## config.mk

```make
export PLATFORM = sky130hd
export DESIGN_NAME = dsm_mod1_flat
export DESIGN_NICKNAME = d
export VERILOG_FILES = /design/src/rtl/dsm_mod1_if.sv /design/src/rtl/dsm_mod1.sv /design/src/flat_wrapper.sv
export SDC_FILE = /design/constraint.sdc
export NUM_CORES = 1
export LEC_CHECK = 0
export ABC_AREA = 0
export CORE_MARGIN = 4
export CORE_UTILIZATION = 51
export CTS_CLUSTER_DIAMETER = 80
export DETAILED_ROUTE_END_ITERATION = 8
export MAX_ROUTING_LAYER = met4
export PLACE_DENSITY_LB_ADDON = 0.05
export REMOVE_ABC_BUFFERS = 1
export SKIP_LAST_GASP = 1
export SYNTH_ARGS = -nofsm -noshare
export SYNTH_HDL_FRONTEND = slang
export SYNTH_SLANG_ARGS = --single-unit
```

## constraint.sdc

```tcl
create_clock -name clk -period 4.1 [get_ports clk]
set_input_delay 0.41 -clock clk [delete_from_list [all_inputs] [get_ports clk]]
set_output_delay 0.41 -clock clk [all_outputs]
set_load 0.01 [all_outputs]
```

## src/rtl/dsm_mod1_if.sv

```systemverilog
// dsm_mod1_if: sample handshake and modulator output bundle for dsm_mod1
// master (stimulus side) drives en, din, din_valid
// slave (modulator) drives din_ready, dout, dout_valid, sample_req, underrun, acc_out
interface dsm_mod1_if #(parameter int WIDTH = 8);
  logic en;
  logic [WIDTH-1:0] din;
  logic din_valid;
  logic din_ready;
  logic dout;
  logic dout_valid;
  logic sample_req;
  logic underrun;
  logic [WIDTH-1:0] acc_out;
  modport master(output en, din, din_valid,
                 input din_ready, dout, dout_valid, sample_req, underrun, acc_out);
  modport slave(input en, din, din_valid,
                output din_ready, dout, dout_valid, sample_req, underrun, acc_out);
endinterface

```

## src/rtl/dsm_mod1.sv

```systemverilog
// dsm_mod1: first-order delta-sigma modulator, WIDTH-bit samples to a 1-bit stream
// clk, rst: rising-edge clock, synchronous active-high reset
// bus: en, din/din_valid/din_ready handshake into a one-deep buffer,
//      dout/dout_valid bitstream, sample_req boundary pulse, sticky underrun, acc_out debug
module dsm_mod1 #(
  parameter int WIDTH = 8,
  parameter int OSR = 64
) (
  input logic clk,
  input logic rst,
  dsm_mod1_if.slave bus
);
  localparam int PW = $clog2(OSR);
  logic [WIDTH-1:0] acc, active, hold, sum;
  logic [WIDTH:0] c;
  logic [PW-1:0] phase;
  logic hold_full, boundary, dout, dout_valid, sample_req, underrun;
  // ripple chain of full-adder cells; carry out of the MSB is the modulated bit
  assign c[0] = 1'b0;
  for (genvar i = 0; i < WIDTH; i++) begin : g_fa
    assign sum[i] = acc[i] ^ active[i] ^ c[i];
    assign c[i+1] = (acc[i] & active[i]) | (c[i] & (acc[i] ^ active[i]));
  end
  assign boundary = bus.en && phase == PW'(OSR - 1);
  always_ff @(posedge clk) begin
    if (rst) begin
      acc <= '0;
      active <= '0;
      hold <= '0;
      hold_full <= 1'b0;
      phase <= '0;
      dout <= 1'b0;
      dout_valid <= 1'b0;
      sample_req <= 1'b0;
      underrun <= 1'b0;
    end else begin
      dout_valid <= bus.en;
      sample_req <= boundary;
      if (bus.en) begin
        acc <= sum;
        dout <= c[WIDTH];
        phase <= boundary ? '0 : phase + 1'b1;
      end
      // a full buffer drains at the boundary; an empty one repeats the last sample
      if (boundary) begin
        if (hold_full) begin
          active <= hold;
          hold_full <= 1'b0;
        end else begin
          underrun <= 1'b1;
        end
      end
      // accept only into an empty buffer, so a draining boundary never also accepts
      if (bus.din_valid && !hold_full) begin
        hold <= bus.din;
        hold_full <= 1'b1;
      end
    end
  end
  assign bus.din_ready = !hold_full;
  assign bus.dout = dout;
  assign bus.dout_valid = dout_valid;
  assign bus.sample_req = sample_req;
  assign bus.underrun = underrun;
  assign bus.acc_out = acc;
endmodule

```

## src/flat_wrapper.sv

```systemverilog
// flat-port wrapper written by rule: the top's interface ports become plain ports
module dsm_mod1_flat 
#(
  parameter int WIDTH = 8,
  parameter int OSR = 64
)
  (clk, rst, bus_en, bus_din, bus_din_valid, bus_din_ready, bus_dout, bus_dout_valid, bus_sample_req, bus_underrun, bus_acc_out);
  dsm_mod1_if #(.WIDTH(WIDTH)) bus_i ();
  input logic clk;
  input logic rst;
  input wire logic [$bits(bus_i.en)-1:0] bus_en;
  input wire logic [$bits(bus_i.din)-1:0] bus_din;
  input wire logic [$bits(bus_i.din_valid)-1:0] bus_din_valid;
  output wire logic [$bits(bus_i.din_ready)-1:0] bus_din_ready;
  output wire logic [$bits(bus_i.dout)-1:0] bus_dout;
  output wire logic [$bits(bus_i.dout_valid)-1:0] bus_dout_valid;
  output wire logic [$bits(bus_i.sample_req)-1:0] bus_sample_req;
  output wire logic [$bits(bus_i.underrun)-1:0] bus_underrun;
  output wire logic [$bits(bus_i.acc_out)-1:0] bus_acc_out;
  assign bus_i.en = bus_en;
  assign bus_i.din = bus_din;
  assign bus_i.din_valid = bus_din_valid;
  assign bus_din_ready = bus_i.din_ready;
  assign bus_dout = bus_i.dout;
  assign bus_dout_valid = bus_i.dout_valid;
  assign bus_sample_req = bus_i.sample_req;
  assign bus_underrun = bus_i.underrun;
  assign bus_acc_out = bus_i.acc_out;
  dsm_mod1 #(.WIDTH(WIDTH), .OSR(OSR)) u_core (.clk(clk), .rst(rst), .bus(bus_i));
endmodule
```

==> impl_metrics.ini <==
[worst_setup_path]
rr_startpoint = u_core.bus.acc_out[0]
cp_max_fo = 3
setup.worst_path.start_class = flip-flop
cp-end-kind = flip-flop
cp.arrival_ps = 3740
crit_type = reg -> reg
slowest_delay_ps = 400
cpMostUsedCell = fa_1
cp.required_ps = 4340
worstSetupStartpoint = u_core.bus.acc_out[0]
worstPathCellList = ha_1, inv_1, fa_1, inv_1, fa_1, fa_1, fa_1, fa_1, fa_1, inv_1, fa_1, a211oi_1
slowest_stage = fa_1

[yosys]
netlist_instances = 151
avgSynthCellArea_um2 = 9.94
synth_top_area_share_pct = 46.7
synth_edf_count = 0
synth_ff_type = dfxtp_1
ys_seq_elements = 35
yosys.area.top_type = dfxtp_1
synth.distinct_cells = 28
syn_area_um2 = 1500
ys_seq_area_share_pct = 46.7
ys_warn_count = 0
yosys-top-cells-area = dfxtp_1, mux2i_1, fa_1
ys_async_sr_fraction_pct = 0

[global_route]
antenna_found_initial = 0
grt_max_degree = 37
grt_pass1_wl_mm = 4.86
grt-ovfl-total = 0
grtUsageMet1_pct = 20.5
grt_util_met3_pct = 4.32
grtUsageTotal_pct = 15.4
top_usage_layer = met2
grt_pass1_vias = 1098
use_met2_pct = 22.3

[min_path]
min_from = u_core.active[7]
holdCritPathClass = reg -> reg

[layout]
layout.nets = 194
final-instance-count-excl-fill = 205
post-route-cell-area_um2 = 1810
num-fill-cells = 241
area_growth_pct = 20.4
drive_above_1_share_pct = 6.90
n_antenna_cell = 0

[floorplan]
core_area_um2 = 2780
core.rowCount = 19
die_w_um = 62.3
start_util_pct = 54.0
dieArea_um2 = 3880
io_pins = 25
die_h_um = 62.3

[sta]
finalWorstSetupSlack_ps = 599
maxSlewViolCount = 0
relSlewSlack_pct = 37.3
timing.final.crit_period_ps = 3500
min_period_over_period_pct = 85.4
rsz0062_at_grt = no
setup_viol = 0
max_slew.worst_pin.slew_ps = 939
max_freq_mhz = 286
finalSetupTns_ps = 0
fin_skew_ps = 8.83
hold_violations = 0

[placement]
dp_slack_ps = 642
placed_cell_area_um2 = 1740
place_inst = 197
globalplace.congestion = 0.750
dp_hpwl_mm = 1.94
io_buffers = 24

[routing]
drc = 0
vias = 1083
wire_per_inst_um = 13.3
routed_via_density = 5.28
ant_nets = 0
drt-initial-drc-count = 48
dr.pass1.iters = 4
routed_wl_mm = 2.73

[clock_network]
postCtsSetupRepairBufs = 0
insertion_delay_ps = 330
htreeDepth = 2
tritoncts = yes
clk_pin_slew_ps = 100
cts.sinks = 35
clockBufferDepth = 2
cts_made_buffers = 5
cts_resized = 0
clockRootBuffer = clkbuf_4
cts_hold_buf = 0

[power_and_ir_drop]
ir_drop_mv = 0.299
power_density_nw_per_um2 = 343
total_power_uw = 621
p_leak_uw = 0.000718

[job]
max-cap-violations = 0

[run_status]
status = finished clean
-- kinds of logic after synthesis --
family | synth area share [%]
compound gates | 8.92
mux | 10.0
flops | 46.7
fa+ha+maj | 11.0
xor+xnor | 1.75
buf+inv | 5.25
simple gates | 16.4
-- routing by layer --
metal / share of wire, % / routed length, um
met2: 43 / 1170
met3: 5.1 / 140
met4: 1.1 / 29
met5: 0 / 0
met1: 51 / 1390
-- power by group --
| part | leakage [uW] | internal (uW) | switching (uW) |
|---|---|---|---|
| clock network | 0.0000386 | 101 | 109 |
| registers | 0.000285 | 350 | 9.74 |
| logic | 0.000395 | 27.5 | 23.2 |
| total | 0.000718 | 479 | 142 |
-- critical path, delay by kind of cell, from the launching register on --
family	cells	cell delay [ps]
buf+inv	3	180
compound gates	1	230
fa+ha+maj	8	2660
flops	1	340
-- final timing paths --
| path | to | slack, ps | cells after the start |
|---|---|---|---|
| max | u_core.bus.acc_out[7] | 600 | 12 |
| min | u_core.active[7] | 480 | 2 |
| max reg2reg | u_core.bus.acc_out[7] | 600 | 12 |
| min reg2reg | u_core.active[7] | 480 | 2 |
-- state kept, by name, summed over array words and instances (netlist names) --
name and count:
u_core.active 8, u_core.bus.dout 1, u_core.bus.dout_valid 1, u_core.bus.sample_req 1, u_core.bus.underrun 1, u_core.hold_full 1
u_core.hold 8, u_core.phase 6, u_core.bus.acc_out 8
-- synthesized netlist by cell type (5+ instances only) --
| master | instances |
|---|---|
| fa_1 | 7 |
| nor2_1 | 22 |
| inv_1 | 8 |
| a21oi_1 | 8 |
| dfxtp_1 | 35 |
| o21ai_0 | 8 |
| mux2i_1 | 15 |
| clkbuf_1 | 5 |
| nand4_1 | 10 |
-- stage by stage --
stage | hold slack, ps | utilization (%)
finish | 482 | 65.0
global route | 509 | 65.0
CTS | 481 | 65.0
detailed placement | 461 | 62.5
global placement | 453 | 62.5
floorplan | 444 | -
-- cell usage in the layout, fill, tap and decap left out, drive strengths merged, types with 3 or more instances in the layout --
cell,n
a211oi,4
a21oi,8
clkbuf,8
clkdlybuf4s50,24
dfxtp,35
fa,7
inv,8
mux2i,15
nand2,3
nand4,11
nor2,22
nor2b,3
o21ai,8
xor2,3
-- final cells by class --
| cell class | count | area (um2) | area share (%) |
|---|---|---|---|
| Tap cell | 31 | 38.8 | 2.15 |
| Multi-Input combinational cell | 98 | 722 | 39.9 |
| Timing Repair Buffer | 25 | 248 | 13.7 |
| Clock buffer | 8 | 68.8 | 3.81 |
| Sequential cell | 35 | 701 | 38.8 |
| Inverter | 8 | 30.0 | 1.66 |
Power figures use the tool's default switching activity.
